$ cat config.mk
export PLATFORM = sky130hd
export DESIGN_NAME = store_unit
export DESIGN_NICKNAME = d
export VERILOG_FILES = /design/src/rtl/store_unit.sv
export SDC_FILE = /design/constraint.sdc
export NUM_CORES = 1
export LEC_CHECK = 0
export ABC_AREA = 1
export CORE_ASPECT_RATIO = 0.9
export CORE_MARGIN = 1
export CORE_UTILIZATION = 43
export DETAILED_ROUTE_END_ITERATION = 8
export GPL_TIMING_DRIVEN = 0
export PLACE_DENSITY = 0.68
export SETUP_SLACK_MARGIN = 0.05
export SYNTH_ARGS = -nofsm -noshare
export SYNTH_HDL_FRONTEND = slang
export SYNTH_SLANG_ARGS = --single-unit
$ cat constraint.sdc
create_clock -name i_clk -period 5.27 [get_ports i_clk]
set_input_delay 1.054 -clock i_clk [delete_from_list [all_inputs] [get_ports i_clk]]
set_output_delay 1.054 -clock i_clk [all_outputs]
set_load 0.01 [all_outputs]
$ cat src/rtl/store_unit.sv
// store_unit: aligns execute-stage stores onto a 64-bit bus, flags bad stores,
// buffers legal ones and drains them in order through a request/done handshake.
`timescale 1ns/1ps
module store_unit #(
  parameter int unsigned DATA_WIDTH = 64,
  parameter int unsigned ADDR_WIDTH = 64,
  parameter int unsigned DEPTH      = 2
) (
  input  logic                  i_clk,
  input  logic                  i_arstn,
  input  logic                  i_req_valid,
  output logic                  o_req_ready,
  input  logic [2:0]            i_func_3,
  input  logic [ADDR_WIDTH-1:0] i_addr,
  input  logic [DATA_WIDTH-1:0] i_data,
  output logic                  o_store_addr_ma,
  output logic                  o_illegal_instr,
  output logic                  o_mem_valid,
  input  logic                  i_mem_ready,
  output logic [ADDR_WIDTH-1:0] o_mem_addr,
  output logic [DATA_WIDTH-1:0] o_mem_data,
  output logic [7:0]            o_mem_strb,
  input  logic                  i_mem_done,
  output logic                  o_busy
);

  localparam int unsigned PTR_W = (DEPTH > 1) ? $clog2(DEPTH) : 1;
  localparam int unsigned CNT_W = $clog2(DEPTH + 1);

  typedef struct packed {
    logic [ADDR_WIDTH-1:0] addr;
    logic [DATA_WIDTH-1:0] data;
    logic [7:0]            strb;
  } entry_t;

  typedef enum logic [1:0] {
    IDLE = 2'd0,
    REQ  = 2'd1,
    WAIT = 2'd2
  } state_t;

  entry_t             fifo [DEPTH];
  logic [PTR_W-1:0]   wr_ptr;
  logic [PTR_W-1:0]   rd_ptr;
  logic [CNT_W-1:0]   count;
  logic [CNT_W-1:0]   count_next;
  state_t             state;
  logic               mem_valid_q;
  logic               ma_q;
  logic               ill_q;

  logic [2:0]         off;
  logic               illegal;
  logic               misaligned;
  logic               accept;
  logic               push;
  logic               pop;
  entry_t             new_entry;

  // Request decode: classification plus lane alignment of data and strobes
  always_comb begin
    off        = i_addr[2:0];
    illegal    = i_func_3[2];
    misaligned = 1'b0;
    new_entry  = '0;
    new_entry.addr = {i_addr[ADDR_WIDTH-1:3], 3'b000};
    case (i_func_3[1:0])
      2'b00: begin
        new_entry.strb = 8'(8'h01 << off);
        new_entry.data = DATA_WIDTH'(i_data[7:0]) << {off, 3'b000};
      end
      2'b01: begin
        misaligned     = off[0];
        new_entry.strb = 8'(8'h03 << off);
        new_entry.data = DATA_WIDTH'(i_data[15:0]) << {off, 3'b000};
      end
      2'b10: begin
        misaligned     = |off[1:0];
        new_entry.strb = 8'(8'h0F << off);
        new_entry.data = DATA_WIDTH'(i_data[31:0]) << {off, 3'b000};
      end
      default: begin
        misaligned     = |off;
        new_entry.strb = 8'hFF;
        new_entry.data = i_data;
      end
    endcase
  end

  assign o_req_ready = (count < CNT_W'(DEPTH));
  assign accept      = i_req_valid & o_req_ready;
  assign push        = accept & ~illegal & ~misaligned;
  assign pop         = (state == WAIT) & i_mem_done;
  assign count_next  = count + CNT_W'(push) - CNT_W'(pop);

  // Circular store buffer; the head entry drives the memory write port
  always_ff @(posedge i_clk or negedge i_arstn) begin
    if (!i_arstn) begin
      wr_ptr <= '0;
      rd_ptr <= '0;
      count  <= '0;
      for (int unsigned i = 0; i < DEPTH; i++) fifo[i] <= '0;
    end else begin
      if (push) begin
        fifo[wr_ptr] <= new_entry;
        wr_ptr       <= wr_ptr + PTR_W'(1);
      end
      if (pop) rd_ptr <= rd_ptr + PTR_W'(1);
      count <= count_next;
    end
  end

  // Rejection flags: one-cycle pulse after acceptance, illegal wins over misaligned
  always_ff @(posedge i_clk or negedge i_arstn) begin
    if (!i_arstn) begin
      ma_q  <= 1'b0;
      ill_q <= 1'b0;
    end else begin
      ill_q <= accept & illegal;
      ma_q  <= accept & ~illegal & misaligned;
    end
  end

  // Drain FSM: one outstanding write, next request issued right after done
  always_ff @(posedge i_clk or negedge i_arstn) begin
    if (!i_arstn) begin
      state       <= IDLE;
      mem_valid_q <= 1'b0;
    end else begin
      case (state)
        IDLE: begin
          if (count != '0) begin
            state       <= REQ;
            mem_valid_q <= 1'b1;
          end
        end
        REQ: begin
          if (i_mem_ready) begin
            state       <= WAIT;
            mem_valid_q <= 1'b0;
          end
        end
        WAIT: begin
          if (i_mem_done) begin
            if (count_next != '0) begin
              state       <= REQ;
              mem_valid_q <= 1'b1;
            end else begin
              state       <= IDLE;
            end
          end
        end
        default: begin
          state       <= IDLE;
          mem_valid_q <= 1'b0;
        end
      endcase
    end
  end

  assign o_mem_valid     = mem_valid_q;
  assign o_mem_addr      = fifo[rd_ptr].addr;
  assign o_mem_data      = fifo[rd_ptr].data;
  assign o_mem_strb      = fifo[rd_ptr].strb;
  assign o_store_addr_ma = ma_q;
  assign o_illegal_instr = ill_q;
  assign o_busy          = (count != '0) | (state != IDLE);

endmodule

### Word level (Yosys, flattened, before mapping)

Index checks and enable logic that the tools add are counted.

* reduce and logical (&&, ||, !) cells: 10
* bitwise gates (word level): 11
* add/subtract/negate cells: 4
* mux-type cells: 18
* equal/unequal tests: 8
* magnitude comparators: 4
* shift operators: 6

Operators by type and width (number)
* 136-bit two-way mux: 4
* 272-bit bitwise mux: 1
* 72-bit case mux with 3 select lines: 1
* 136-bit demux with 1-bit select: 1
* 16-bit by 6-bit left shift with 64-bit output: 1
* 32-bit by 6-bit left shift with 64-bit output: 1
* 8-bit by 6-bit left shift with 64-bit output: 1
* 1-bit by 3-bit left shift with 8-bit output, first input constant: 1
* 2-bit by 3-bit left shift with 8-bit output, first input constant: 1
* 4-bit by 3-bit left shift with 8-bit output, first input constant: 1
* 1-bit AND: 6
* 2-bit two-way mux: 3
* 2-bit inequality test, second input constant: 3
* 1-bit case mux with 3 select lines: 2
* 2-bit case mux with 3 select lines: 1
* 2-bit nonzero test: 3
* 1-bit two-way mux: 5
* 2-bit by 1-bit == test with 1-bit output, second input constant: 2
* 2-bit == test, second input constant: 2
* 2-bit >= comparator, second input constant: 2
* 2-bit zero test: 2
* 1-bit inverter with 2-bit output: 2
* 4-bit AND reduction: 1
* 3-bit AND reduction: 1
* other kinds (11): 13

* register bits: 281
* output and inout bits: 141

### Longest topological paths before layout

* depth in word-level cells: 10
* gate-level depth with buffers: 17
* gate-level depth less buffers: 16

### Worst setup path before layout

Ideal clock, no wire load.

* kind: input to register
* start point: input port i_func_3[0]
* end point: register mem_valid_q (netlist: o_mem_valid)
* arrival: 2.891 ns
* path buffers: 1
* data required time: 5.152 ns
* setup slack: 2.261 ns
* cell stages on the path: 16
* cells stage by stage: inv_1 > ha_1 > buf_2 > inv_2 > nand2_2 > a21boi_2 > nand3_4 > ha_1 > inv_1 > ha_1 > xor2_1 > nand2_1 > nand2_1 > nand3b_1 > nand3_1 > nand2_1

* word-level cells in the longest chain between the ends: 9
* elaborated cells between the ends (all ways): 11
* classes of those cells: add/sub: 2; eq/ne: 3; mux: 1; bitwise: 2; reduce/logical: 3

Ends and longest elaborated chain
* start: declaration: RTL line 13 `input logic [2:0] i_func_3,`
* 2-bit == test (tied with other cells): RTL line 67 `case (i_func_3[1:0])`
* 1-bit case mux with 3 select lines (*): RTL line 67
* 1-bit inverter (*): RTL line 92 `assign push = accept & ~illegal & ~misaligned;`
* 1-bit AND (*): RTL line 92
* 2-bit by 1-bit adder with 2-bit output (*): RTL line 94 `assign count_next = count + CNT_W'(push) - CNT_W'(pop);`
* 2-bit by 1-bit subtractor with 2-bit output (*): RTL line 94
* 2-bit nonzero test (*): RTL line 145 `if (count_next != '0) begin`
* 2-bit by 1-bit inequality test with 1-bit output (no source line) (*)
* 4-bit AND reduction (no source line) (*)
* end signal: assignment: RTL line 140 `mem_valid_q <= 1'b0;`
* end signal: assignment: RTL line 147 `mem_valid_q <= 1'b1;`
* end signal: assignment: RTL line 155 `mem_valid_q <= 1'b0;`
* end: declaration: RTL line 48 `logic mem_valid_q;`

Every way passes the cells marked *; elsewhere a longest branch is shown, timed or not.
A chain may end at the register's enable or synchronous reset.

### Worst setup path after layout

* start point: register rd_ptr
* end point: output port o_mem_data[0]

* word-level cells in the longest chain between the ends: 4

Ends and longest elaborated chain
* start: declaration: RTL line 44 `logic [PTR_W-1:0] rd_ptr;`
* start signal: assignment: RTL line 108 `if (pop) rd_ptr <= rd_ptr + PTR_W'(1);`
* 1-bit inverter with 2-bit output (implied by the code): RTL line 163 `assign o_mem_data = fifo[rd_ptr].data;`
* 136-bit two-way mux (3 in a row)
* end: declaration: RTL line 21 `output logic [DATA_WIDTH-1:0] o_mem_data,`

Every way passes these cells. The select of a mux whose other input is x is not followed.

==> results.txt <==
Leaving out fill and tap cells, the most frequent cell in the layout is sky130_fd_sc_hd__nand2_1. The transition at the pin with the smallest max-transition slack is 896 ps. The post-layout total power came out at 9.70 mW.

The synthesized-area fraction occupied by adder cells came out at 0.537%. The global placer's final weighted congestion came out at 0.985. The start point of the critical path is rd_ptr. The initial core utilization came out at 43.7%.

The number of antenna violations at the first check in global routing came out at 0. The global-route usage over all layers came out at 29.9%. The mean instance size in the synthesized netlist came out at 7.07 µm².

The clock-pin slew on the worst setup and hold paths is 60 ps. The source-to-sink clock delay at the later pin of the worst-skew pair came out at 580 ps. The routed wire length per instance came out at 18.3 µm. By area, the combinational part of the netlist is dominated by simple AND/OR/NAND/NOR gates. The worst reg-to-reg setup slack came out at 2900 ps. The cell area that synthesis handed to floorplanning was 14,000 µm². The net switching component of the power came out at 3.60 mW.

The number of warning messages in the yosys log is 0. The maximum resistive drop on vdd is 0.000304 V. The worst register-to-register path ends at state[0]. The multiplexer fraction of the synthesized cell area is 0%.

The flow ran to the end, and the final reports show no timing, DRC or antenna violations. The clock network is responsible for 20.4% of the overall power. The post-route cell area is 18,200 µm². The areal power density over the cells is 533 nW/µm². TritonCTS built the clock tree. The routed layout has 13,900 vias. The worst path required time came out at 4220 ps.

The first global-routing pass estimated 76,900 µm of wire. For hold timing, the worst endpoint is fifo[77]. The post-cts resize count came out at 0. The final-layout worst hold slack is 469 ps. Of the available clock period, the critical path in the final layout requires 84.8%. Registers are responsible for 35.9% of the overall power.

The highest achievable clock rate is 0.224 GHz. The async set or reset register ratio after synthesis is 100%. In this run the tightest slew margin relative to its limit is 40.3%. The final number of max-transition violations came out at 0. The via count of the first global-routing pass is 13,600.

The clock buffer count from CTS is 29. The die outline height came out at 173 µm. Sorting the synthesized cells by area gives the leading types as sky130_fd_sc_hd__dfrtp_1 49%, sky130_fd_sc_hd__nand2_1 30%, sky130_fd_sc_hd__o21ai_0 4.1%. The number of cell instances on the worst register-to-register path came out at 12.

The max-cap violation count came out at 0. The peak fanout along the critical path is 10. The simple logic cell fraction of the synthesized area came out at 35.0%. After synthesis, the largest area contributor takes up 49.2% of total cell area. The total number of clock tree sinks came out at 275. The clock period minus final worst setup slack came out at 4470 ps. The number of flops mapped to enable cells by yosys is 0.

The total overflow reported by the global router came out at 0. The count of hold buffers inserted by post-cts repair came out at 0. Counting along the longest clock path gives a buffer depth of 3. The die covers 33,200 µm². Entering global routing, the biggest net connects 103 pins. The die boundary width is 192 µm. The routed wire length is 49,700 µm.

The post-DP HPWL came out at 37,100 µm. The total of buffers placed on input and output ports came out at 272. The most used flip-flop cell after synthesis is sky130_fd_sc_hd__dfrtp_1. The number of buffers inserted by post-CTS setup repair is 0.

Summed over all cells, the static leakage comes to 9.33 nW. In the layout the commonest cells are 1,100 x sky130_fd_sc_hd__nand2_1, 275 x sky130_fd_sc_hd__dfrtp_1, 271 x sky130_fd_sc_hd__clkdlybuf4s50_1. The net count reported at finish is 2,427. The number of antenna repair diodes is 0. The worst hold path passes through 2 cells. The fraction of final layout cells sized beyond drive strength 1 is 4.94%.

The area growth from synthesis to layout is 30.1%. The power share of the combinational group came out at 43.7%. The count of final setup violators came out at 0. The area of the core region came out at 32,000 µm². Internal power comes to 6.10 mW.

The number of synthesized register bits is 275. The instance count after placement with tap cells included is 2,670. In the routed design, unresolved DRC markers number 0. Clock tree synthesis selected as its root buffer the cell sky130_fd_sc_hd__clkbuf_16. The count of filler cells inserted in the layout is 3,091. The cell count after synthesis came out at 1,978. The number of levels the H-tree was split into came out at 1. The share of the yosys chip area belonging to registers came out at 49.2%.

The total I/O pin count came out at 277. The number of hold violations in the final report was 0. The synthesized netlist devotes 7.53% of its cell area to compound gates.

The worst setup path is of the reg2out kind. The final standard cell count with taps included and fillers excluded is 2,722. In this run the critical register-to-register path is launched from state[0]. STA classifies the critical path endpoint as an output pin. The distinct cell type count of the synthesized netlist came out at 32. Setup repair after global routing left no endpoint under its margin. Summed over all instances, the cell type with the most area after synthesis is sky130_fd_sc_hd__dfrtp_1. The number of rows in the core area is 62. The routed via count divided by cell count is 5.12.

The final antenna-violating net count came out at 0. The kind of start point of the critical path is a flip-flop. The switching share of power came out at 37.1%. The post-place instance area is 17,300 µm². In this run the most critical hold path is launched from fifo[77]. The parity-gate share of the synthesized area counting xor and xnor cells came out at 0.188%. The iteration count of the initial detailed-routing pass is 5. The signal arrival time at the worst endpoint came out at 3410 ps. The detailed router's first-iteration violation count is 1,091. The min-delay analysis places its worst path in the category reg2reg. The final worst clock skew is 23.3 ps.
## layer usage
layer	track usage (%)	wire, µm	vias to the layer above	part of all wire [%]
met5	0	0	-	0
met4	9.45	1720	0	3.5
met3	3.69	3430	84	6.9
met2	46.9	22300	541	45
met1	43.1	22300	6591	45
li1	-	-	6716	-
## area by class of cell
cell class                      count  area (µm²)  share of cell area, %
Buffer                            121         602                   3.31
Clock buffer                       47         863                   4.75
Clock inverter                      5        40.0                  0.220
Inverter                          120         450                   2.48
Multi-Input combinational cell   1464        6050                   33.3
Sequential cell                   275        6880                   37.8
Tap cell                          416         520                   2.86
Timing Repair Buffer              274        2780                   15.3
## cell families after synthesis
logic type | Yosys count
simple gates | 1248
fa+ha+maj | 6
flops | 275
xor+xnor | 3
compound gates | 204
buf+inv | 241
other cells | 1
## worst max-delay path by stage
stage,to
finish,o_mem_data[0]
global route,o_mem_addr[16]
CTS,o_mem_data[10]
detailed placement,fifo[104]
global placement,fifo[39]
floorplan,o_mem_valid
## power groups by stage
| stage | Combinational (mW) | Clock (mW) | Sequential, mW |
|---|---|---|---|
| after floorplan | 2.11 | 0 | 3.41 |
| after CTS | 4.26 | 2.01 | 3.48 |
| final | 4.24 | 1.98 | 3.48 |
| after global placement | 4.16 | 0 | 3.49 |
| after detailed placement | 4.23 | 0 | 3.50 |
| after global routing | 4.67 | 2.09 | 3.59 |
## cell usage after synthesis (10+ instances only)
| cell type | number |
|---|---|
| sky130_fd_sc_hd__nand3_1 | 93 |
| sky130_fd_sc_hd__clkbuf_1 | 62 |
| sky130_fd_sc_hd__nor2_1 | 28 |
| sky130_fd_sc_hd__buf_4 | 10 |
| sky130_fd_sc_hd__buf_2 | 34 |
| sky130_fd_sc_hd__dfrtp_1 | 275 |
| sky130_fd_sc_hd__o21ai_0 | 115 |
| sky130_fd_sc_hd__a21oi_1 | 18 |
| sky130_fd_sc_hd__inv_1 | 113 |
| sky130_fd_sc_hd__o21ai_1 | 60 |
| sky130_fd_sc_hd__nand2_1 | 1100 |
## state kept, by name, summed over array words and instances (netlist names)
signal,cells
fifo,266
count,2
state,2
o_illegal_instr,1
o_mem_valid,1
o_store_addr_ma,1
rd_ptr,1
wr_ptr,1
## worst max-delay path: stages (launching register included)
cell	delay, ps
sky130_fd_sc_hd__dfrtp_1	370
sky130_fd_sc_hd__clkbuf_1	450
sky130_fd_sc_hd__clkbuf_1	730
sky130_fd_sc_hd__clkbuf_1	440
sky130_fd_sc_hd__nand2_1	80
sky130_fd_sc_hd__o21ai_0	140
sky130_fd_sc_hd__clkdlybuf4s50_1	650
## per-stage QoR
step | setup slack, ps | util, % | TNS [ps]
after floorplan | 2260 | - | 0
after global placement | -8860 | 53.9 | -2424150
after detailed placement | 1370 | 54.1 | 0
after CTS | 770 | 56.9 | 0
after global routing | 550 | 56.9 | 0
final | 803 | 56.9 | 0
Note: power is estimated with default switching activity, not from simulation.
